File: src/rtl/interval_timer_pkg.sv
// Shared definitions for the interval timer: register map, bit indices,
// bus FSM states, interrupt-acknowledge address match and a byte-lane merge helper.
package interval_timer_pkg;

  // Word register index taken from ADDR[2:1]
  localparam logic [1:0] REG_CTRL   = 2'd0;
  localparam logic [1:0] REG_STATUS = 2'd1;
  localparam logic [1:0] REG_RELOAD = 2'd2;
  localparam logic [1:0] REG_COUNT  = 2'd3;

  // CTRL bit positions
  localparam int CTRL_EN      = 0;
  localparam int CTRL_IE      = 1;
  localparam int CTRL_ONESHOT = 2;

  // STATUS bit positions
  localparam int STAT_PEND = 0;

  // 68000 IACK cycles place all ones on A23..A4
  localparam logic [19:0] IACK_ADDR_HI = 20'hFFFFF;

  typedef enum logic [1:0] {
    ST_IDLE = 2'd0,
    ST_ACK  = 2'd1,
    ST_IACK = 2'd2
  } bus_state_t;

  // Replace only the byte lanes whose strobe is active
  function automatic logic [15:0] lane_merge(input logic [15:0] old,
                                             input logic [15:0] wdata,
                                             input logic        uds,
                                             input logic        lds);
    lane_merge = {uds ? wdata[15:8] : old[15:8],
                  lds ? wdata[7:0]  : old[7:0]};
  endfunction

endpackage

File: src/rtl/interval_timer_prescaler.sv
// Tick prescaler: counts 0..PRESCALE-1 while enabled, pulses tick on the
// terminal value, and sits at 0 while disabled.
module timer_prescaler #(
  parameter int PRESCALE = 8
) (
  input  logic clk,
  input  logic rst_n,
  input  logic en,
  output logic tick
);

  localparam int             W    = (PRESCALE > 1) ? $clog2(PRESCALE) : 1;
  localparam logic [W-1:0]   TERM = W'(PRESCALE - 1);

  logic [W-1:0] cnt;

  assign tick = en && (cnt == TERM);

  // Free-running divider, cleared whenever the timer is off or wraps
  always_ff @(posedge clk or negedge rst_n) begin
    if (!rst_n)             cnt <= '0;
    else if (!en || tick)   cnt <= '0;
    else                    cnt <= cnt + 1'b1;
  end

endmodule

File: src/rtl/interval_timer.sv
// Memory-mapped periodic/one-shot interval timer with 68000 bus handshake
// and autovectored interrupt. Optional one-shot mode is built when
// INTERVAL_TIMER_ONESHOT_EN is defined; otherwise the timer is periodic only.
module interval_timer
  import interval_timer_pkg::*;
#(
  parameter logic [23:0] BASE_ADDR = 24'hFF0000,
  parameter logic [2:0]  IPL_LEVEL = 3'd6,
  parameter int          PRESCALE  = 8
) (
  input  logic        CPUCLK_IN,
  input  logic        RESET_n_IN,
  input  logic        AS_IN,
  input  logic        WR_IN,
  input  logic        UDS_IN,
  input  logic        LDS_IN,
  input  logic [23:0] ADDR_IN,
  input  logic [15:0] DATA_IN,
  output logic [15:0] DATA_OUT,
  output logic        DATA_OE,
  output logic        DTACK,
  output logic [2:0]  IPL,
  output logic        AVEC
);

  bus_state_t  state;
  logic        en, ie, oneshot, pend;
  logic [15:0] reload, count;
  logic [15:0] rd_data;
  logic        tick;

  // A0 is not part of a word-register address
  logic unused_a0;
  assign unused_a0 = ADDR_IN[0];

  // Address decode; the window and the IACK space never overlap
  logic       sel_win, iack_hit, bus_go, iack_go, wr_go, iack_done, expire;
  logic [1:0] reg_sel;

  assign reg_sel   = ADDR_IN[2:1];
  assign sel_win   = (ADDR_IN[23:3] == BASE_ADDR[23:3]);
  assign iack_hit  = AS_IN && !WR_IN && (ADDR_IN[23:4] == IACK_ADDR_HI)
                     && (ADDR_IN[3:1] == IPL_LEVEL);
  assign bus_go    = (state == ST_IDLE) && AS_IN && sel_win && (UDS_IN || LDS_IN);
  assign iack_go   = (state == ST_IDLE) && iack_hit;
  assign wr_go     = bus_go && WR_IN;
  assign iack_done = (state == ST_IACK) && !AS_IN;
  assign expire    = tick && (count == 16'h0000);

  // Per-register write strobes, one per bus cycle
  logic wr_ctrl, wr_reload, clr_pend;
  assign wr_ctrl   = wr_go && (reg_sel == REG_CTRL) && LDS_IN;
  assign wr_reload = wr_go && (reg_sel == REG_RELOAD);
  assign clr_pend  = (wr_go && (reg_sel == REG_STATUS) && LDS_IN && DATA_IN[STAT_PEND])
                     || iack_done;

  timer_prescaler #(.PRESCALE(PRESCALE)) u_presc (
    .clk   (CPUCLK_IN),
    .rst_n (RESET_n_IN),
    .en    (en),
    .tick  (tick)
  );

  // Register read mux; unused bits read as zero
  always_comb begin
    rd_data = 16'h0000;
    case (reg_sel)
      REG_CTRL:   rd_data = {13'h0, oneshot, ie, en};
      REG_STATUS: rd_data = {15'h0, pend};
      REG_RELOAD: rd_data = reload;
      REG_COUNT:  rd_data = count;
      default:    rd_data = 16'h0000;
    endcase
  end

`ifdef INTERVAL_TIMER_ONESHOT_EN
  // One-shot mode bit, low byte lane only
  always_ff @(posedge CPUCLK_IN or negedge RESET_n_IN) begin
    if (!RESET_n_IN)  oneshot <= 1'b0;
    else if (wr_ctrl) oneshot <= DATA_IN[CTRL_ONESHOT];
  end
`else
  assign oneshot = 1'b0;
`endif

  // CTRL enable/interrupt-enable; a one-shot expiry overrides a same-cycle write
  always_ff @(posedge CPUCLK_IN or negedge RESET_n_IN) begin
    if (!RESET_n_IN) begin
      en <= 1'b0;
      ie <= 1'b0;
    end else begin
      if (wr_ctrl) begin
        en <= DATA_IN[CTRL_EN];
        ie <= DATA_IN[CTRL_IE];
      end
      if (expire && oneshot) en <= 1'b0;
    end
  end

  // RELOAD register and the down-counter; a disabled timer loads COUNT directly
  always_ff @(posedge CPUCLK_IN or negedge RESET_n_IN) begin
    if (!RESET_n_IN) begin
      reload <= 16'hFFFF;
      count  <= 16'hFFFF;
    end else begin
      if (wr_reload) reload <= lane_merge(reload, DATA_IN, UDS_IN, LDS_IN);
      if (tick)
        count <= expire ? reload : count - 16'd1;
      else if (wr_reload && !en)
        count <= lane_merge(reload, DATA_IN, UDS_IN, LDS_IN);
    end
  end

  // Pending flag: expiry beats a simultaneous clear (W1C or IACK completion)
  always_ff @(posedge CPUCLK_IN or negedge RESET_n_IN) begin
    if (!RESET_n_IN)   pend <= 1'b0;
    else if (expire)   pend <= 1'b1;
    else if (clr_pend) pend <= 1'b0;
  end

  // Registered interrupt level, follows PEND/IE one cycle later
  always_ff @(posedge CPUCLK_IN or negedge RESET_n_IN) begin
    if (!RESET_n_IN) IPL <= 3'd0;
    else             IPL <= (pend && ie) ? IPL_LEVEL : 3'd0;
  end

  // Bus FSM with registered DTACK/AVEC/read data, released when AS drops
  always_ff @(posedge CPUCLK_IN or negedge RESET_n_IN) begin
    if (!RESET_n_IN) begin
      state    <= ST_IDLE;
      DTACK    <= 1'b0;
      AVEC     <= 1'b0;
      DATA_OE  <= 1'b0;
      DATA_OUT <= 16'h0000;
    end else begin
      case (state)
        ST_IDLE: begin
          if (bus_go) begin
            state    <= ST_ACK;
            DTACK    <= 1'b1;
            DATA_OE  <= !WR_IN;
            DATA_OUT <= WR_IN ? 16'h0000 : rd_data;
          end else if (iack_go) begin
            state <= ST_IACK;
            AVEC  <= 1'b1;
          end
        end
        ST_ACK: begin
          if (!AS_IN) begin
            state   <= ST_IDLE;
            DTACK   <= 1'b0;
            DATA_OE <= 1'b0;
          end
        end
        ST_IACK: begin
          if (!AS_IN) begin
            state <= ST_IDLE;
            AVEC  <= 1'b0;
          end
        end
        default: begin
          state   <= ST_IDLE;
          DTACK   <= 1'b0;
          AVEC    <= 1'b0;
          DATA_OE <= 1'b0;
        end
      endcase
    end
  end

endmodule

File: config.mk
export PLATFORM = sky130hd
export DESIGN_NAME = interval_timer
export DESIGN_NICKNAME = d
export VERILOG_FILES = /design/src/rtl/interval_timer_pkg.sv /design/src/rtl/interval_timer_prescaler.sv /design/src/rtl/interval_timer.sv
export SDC_FILE = /design/constraint.sdc
export NUM_CORES = 1
export LEC_CHECK = 0
export CAP_MARGIN = 20
export CORE_MARGIN = 4
export CORE_UTILIZATION = 48
export DETAILED_ROUTE_END_ITERATION = 16
export GPL_TIMING_DRIVEN = 0
export PLACE_DENSITY = 0.77
export SYNTH_ARGS = -nofsm -noshare
export SYNTH_HDL_FRONTEND = slang
export SYNTH_HIERARCHICAL = 1
export SYNTH_SLANG_ARGS = --single-unit
File: constraint.sdc
create_clock -name CPUCLK_IN -period 2.5 [get_ports CPUCLK_IN]
set_clock_uncertainty 0.05 [all_clocks]
set_input_delay 0.5 -clock CPUCLK_IN [delete_from_list [all_inputs] [get_ports CPUCLK_IN]]
set_output_delay 0.5 -clock CPUCLK_IN [all_outputs]
set_load 0.01 [all_outputs]
==> results.toml, run 1 <==
[power_and_ir_drop]
cellPowerDensity_mw_per_mm2 = 419
power.leakage_nw = 1.96
ir_drop_uv = 276
finalPower_mw = 2.02

[timing]
relSlewSlack = 0.462
report.final.slew_viol_count = 0
finalSetupViolCount = 0
fmax_mhz = 403
hold_viol = 0
min_period_ns = 2.48
fin_setup_tns_ns = 0
rsz0062_at_grt = "yes"
period_share = 0.992
tightest_slew_ns = 0.800

[yosys]
ys_types = 62
ys_warn_count = 6
synth_edf_count = 0
async_reset_ff_frac = 1.00
yosys.area.top_type = "dfstp_2"
syn_nets = 415
synth_seq_cells = 60
synth.top_cell.area_share = 0.231
seq_area_frac_synth = 0.424
synthTopCellsByArea = "dfstp_2 23%, dfrtp_1 19%, mux2i_1 5.5%"
synth_flop_cell = "dfstp_2"
synth_area_mm2 = 0.00363
synth.avg_cell_area_um2 = 10.0
synthCells = 362

[critical_path]
cp_slowest_cell = "or4b_4"
path_cells = "inv_2, ha_4, or4b_4, nor4_4, buf_4, and4_1, buf_6, mux2_4, o221a_1"
worstSetupPathType = "flip-flop to flip-flop"
cp_data_arrival_time_ns = 2.71
worst_ep_required_time_ns = 2.73
crit_path_max_fanout = 5
cpPeakStageDelay_ns = 0.48
endpoint_kind = "flip-flop"
startpoint_type = "flip-flop"

[finish]
fin_util = 0.660
drive_gt1_frac = 0.260
layout.nets = 501
final_cells = 552
final_common_cell = "clkdlybuf4s50_1"
final_cell_mix = "59 x clkdlybuf4s50_1, 32 x dfstp_2, 29 x nand2_1"
diodes = 0
syn2layout_area_growth_pct = 32.4

[placement]
post-dp-hpwl_um = 7530
gp_congestion = 0.998
port_buffers = 62
placed_cells = 524

[run]
cap_violations = 0

[clock_tree]
cts_buffers = 9
cts_tree = "built"
htree_levels = 3
hold_buffers = 0
path_clk_slew_ns = 0.07
cts_buffer_depth = 2
worst_skew_pair.late_latency_ns = 0.35
clockRootBuffer = "clkbuf_8"
clock_sinks = 60

[die]
die_w_um = 95.0
row_count = 31
fp.dieArea_mm2 = 0.00903
core_area_mm2 = 0.00729
initial_core_util = 0.498
die_y_um = 95.0
ioPinCount = 68

[global_routing]
busiest_layer = "met2"
gr-total-overflow = 0
grt_pass1_wl_um = 16700
antenna_found_initial = 0
grt_pass1_vias = 3221
grtUsageTotal = 0.245
globalRouteMet2Util = 0.389
grt_use_met1 = 0.323
grt_max_degree = 37
grt_use_met3 = 0.0598

[outcome]
status = "finished clean"

[detailed_routing]
wirelength_um = 10500
firstDrtPassIters = 5
vias = 3295
wl_per_cell_um = 19.1
drtIter0Drc = 231
viasPerCell = 5.97
ant_nets = 0
drc = 0

[min_path]
hold_path_class = "primary input to asynchronous set/reset pin"
-- layout make-up --
cell class | count | area [um^2]
Buffer | 21 | 125
Clock inverter | 5 | 52.6
Sequential cell | 60 | 1540
Inverter | 11 | 41.3
Multi-Input combinational cell | 267 | 2030
Timing Repair Buffer | 78 | 749
Tap cell | 99 | 124
Clock buffer | 11 | 141
Fill cell | 602 | 2480
-- cell usage after synthesis (4+ instances only) --
cell and number:
dfstp_2 32, nand2_1 29, dfrtp_1 28, nor2_1 24, mux2i_1 20, clkbuf_1 18, o31ai_1 18, o21ai_0 15
a211oi_1 11, inv_1 11, nand4_1 11, nor2b_1 11, mux2_1 8, mux2_2 8, mux2_4 8, nand3_1 8
nor3_1 8, ha_1 7, a22oi_1 5, a31oi_1 5, nor4_1 5, o22ai_1 5, or2_2 4
-- timing repair --
action                     CTS  global route
setup buffers               12             3
resized for setup           32             9
setup endpoints to repair   50            53
pin swaps                   11             5
cloned                       0             0
-- worst max-delay path: cells and delay by family (launching register included) --
family,cells,cell delay (ns)
multiplexers,1,0.30
flip-flops,1,0.41
buffers and inverters,3,0.38
AO/OA/AOI/OAI,1,0.23
adder cells (fa/ha/maj),1,0.15
AND/OR/NAND/NOR,3,0.88
-- power breakdown --
group	internal (mW)	switching, mW	total (mW)
Combinational	0.0851	0.0827	0.168
Clock	0.482	0.392	0.875
Sequential	0.973	0.00000263	0.973
-- through the flow --
stage	worst slack, ns	hold slack (ns)	cell area [um^2]
finish	0.0196	0.112	4810
global route	-0.0540	0.145	4810
CTS	-0.0859	0.121	4750
detailed placement	-0.629	0.411	4390
global placement	-0.938	0.387	4380
floorplan	0.0553	0.154	3630
-- per-layer routing --
layer,up-vias,share of wire
met2,144,0.48
met4,0,0.019
li1,1523,-
met5,-,0
met3,16,0.069
met1,1612,0.43
-- kinds of logic (layout without fill, tap and decap cells) --
group           after synthesis  after routing  synth area share
compound gates               80             80             0.153
xor+xnor                      6              6            0.0145
fa+ha+maj                     7              7            0.0241
buf+inv                      35            126            0.0417
flops                        60             60             0.424
mux                          45             45             0.144
other cells                   1              1           0.00103
simple gates                128            128             0.197
-- state kept, by name (all words and copies together), names as in the netlist --
signal / count
reload: 16
AVEC: 1
DATA_OUT: 16
DTACK: 1
u_presc/cnt: 3
IPL: 1
en: 1
count: 16
DATA_OE: 1
ie: 1
state: 2
pend: 1
-- path summary, 6_finish.rpt --
| check | slack (ns) | cells after the start | end | startpoint |
|---|---|---|---|---|
| setup reg to reg | 0.02 | 9 | count[11] | state[1] |
| max in group asynchronous | 1.61 | 2 | count[0] | RESET_n_IN |
| hold / removal | 0.11 | 1 | DATA_OUT[13] | RESET_n_IN |
| min in group CPUCLK_IN | 0.42 | 1 | u_presc/cnt[0] | u_presc/cnt[0] |
| setup / recovery | 0.02 | 9 | count[11] | state[1] |
| hold reg to reg | 0.42 | 1 | u_presc/cnt[0] | u_presc/cnt[0] |
Power figures use the tool's default switching activity.
==> inputs of run 2 (changes only) <==
--- a/config.mk
+++ b/config.mk
@@ -9,7 +9,6 @@
 export CORE_MARGIN = 4
 export CORE_UTILIZATION = 48
 export DETAILED_ROUTE_END_ITERATION = 16
-export GPL_TIMING_DRIVEN = 0
 export PLACE_DENSITY = 0.77
 export SYNTH_ARGS = -nofsm -noshare
 export SYNTH_HDL_FRONTEND = slang
==> run 2 against run 1 <==
Compared with the run above:
- cell count fell by 0.36%
- total power up 0.51%
- final area decreased by 1.2%
- global-route usage is 1.5 points lower
- critical path type is now primary input to flip-flop
- largest cell class unchanged
==> results.toml, run 2 (synthesis gave the netlist of run 1 again) <==
[timing]
hold_viol = 0
finalSetupViolCount = 0
tightest_slew_ns = 0.745
period_share = 0.979
relSlewSlack = 0.504
fmax_mhz = 409
min_period_ns = 2.45
whs_ns = 0.229
report.final.slew_viol_count = 0

[critical_path]
path_cells = "clkdlybuf4s50_1, or4b_4, nor4_4, nand3_2, or3_4, buf_6, mux2_4"
crit_end = "reload[8]"
worstSetupPathType = "primary input to flip-flop"
r2r_end = "reload[8]"
regToRegSetupSlack_ns = 0.08
r2r-start = "state[1]"
cp_data_arrival_time_ns = 2.68
crit_path_max_fanout = 8
cp_slowest_cell = "or4b_4"
startpoint_type = "primary input"
endpoint_kind = "flip-flop"
cpPeakStageDelay_ns = 0.56
worst_ep_required_time_ns = 2.73
reg2reg_depth = 8
cp-startpoint = "ADDR_IN[15]"

[finish]
final_cell_mix = "64 x clkdlybuf4s50_1, 32 x dfstp_2, 31 x buf_4"
final_common_cell = "clkdlybuf4s50_1"
syn2layout_area_growth_pct = 30.8
fin_util = 0.652
final_cells = 550
drive_gt1_frac = 0.251
diodes = 0
layout.nets = 499
top_regs = "DATA_OUT x16, count x16, reload x16"

[clock_tree]
worst_skew_pair.late_latency_ns = 0.35
clock_sinks = 60
clockRootBuffer = "clkbuf_8"
path_clk_slew_ns = 0.07
hold_buffers = 0
htree_levels = 3
cts_tree = "built"
cts_buffers = 9
cts_buffer_depth = 2

[global_routing]
grtUsageTotal = 0.231
grt_max_degree = 61
grt_pass1_wl_um = 15800
gr-total-overflow = 0
grt_pass1_vias = 3145
antenna_found_initial = 0

[detailed_routing]
vias = 3156
wirelength_um = 9770
viasPerCell = 5.74
drtIter0Drc = 346
drc = 0
ant_nets = 0
firstDrtPassIters = 5
wl_per_cell_um = 17.8

[die]
die_y_um = 95.0
row_count = 31
core_area_mm2 = 0.00729
initial_core_util = 0.498
die_w_um = 95.0
fp.dieArea_mm2 = 0.00903
ioPinCount = 68

[outcome]
status = "finished clean"

[power_and_ir_drop]
power.leakage_nw = 1.98
ir_drop_uv = 361
finalPower_mw = 2.03
cellPowerDensity_mw_per_mm2 = 426

[min_path]
hold_path_class = "primary input to asynchronous set/reset pin"

[placement]
port_buffers = 65
placed_cells = 533
gp_congestion = 0.949
post-dp-hpwl_um = 7270

[run]
cap_violations = 0
-- run 2: how the worst min path moves through the flow --
stage	start	end	slack (ns)	depth (start not counted)
after global routing	RESET_n_IN	DATA_OUT[13]	0.30	2
final	RESET_n_IN	DATA_OUT[13]	0.23	2
after floorplan	RESET_n_IN	AVEC	0.15	0
after detailed placement	u_presc/cnt[0]	u_presc/cnt[0]	0.40	1
after global placement	u_presc/cnt[0]	u_presc/cnt[0]	0.39	1
after CTS	RESET_n_IN	DATA_OUT[13]	0.26	2
-- run 2: through the flow --
step | area, um^2 | worst slack, ns | setup TNS (ns)
after global placement | 4530 | -0.291 | -7.41
after global routing | 4750 | -0.0125 | -0.0374
final | 4750 | 0.0524 | 0
after floorplan | 3630 | 0.0553 | 0
after detailed placement | 4530 | -0.319 | -8.43
after CTS | 4720 | 0.00581 | 0
-- run 2: worst max-delay path: cells and delay by family --
kind                   cells  cell delay (ns)
buffers and inverters      2             0.58
muxes                      1             0.30
and+or+nand+nor            4             1.29
-- run 2: layout make-up --
type / instances / area [um^2]
fill: 627 / 2540
multi-input combinational: 267 / 1960
sequential: 60 / 1540
timing repair buffer: 97 / 890
clock buffer: 11 / 141
tap: 99 / 124
clock inverter: 5 / 52.6
inverter: 11 / 41.3
-- run 2: power by group --
group          total (mW)  switching (mW)  internal, mW
logic               0.166          0.0760        0.0901
registers           0.973      0.00000276         0.973
clock network       0.887           0.404         0.482
-- run 2: per-layer routing --
layer  track usage  part of all wire  vias to the layer above
li1              -                 -                     1513
met1         0.308              0.45                     1535
met2         0.359              0.48                       90
met3        0.0454             0.045                       18
met4         0.109             0.023                        0
met5             0                 0                        -
-- run 2: what timing repair did --
item,in CTS,in global routing
setup endpoints to repair,0,22
gates resized for setup,0,7
setup buffers,0,1
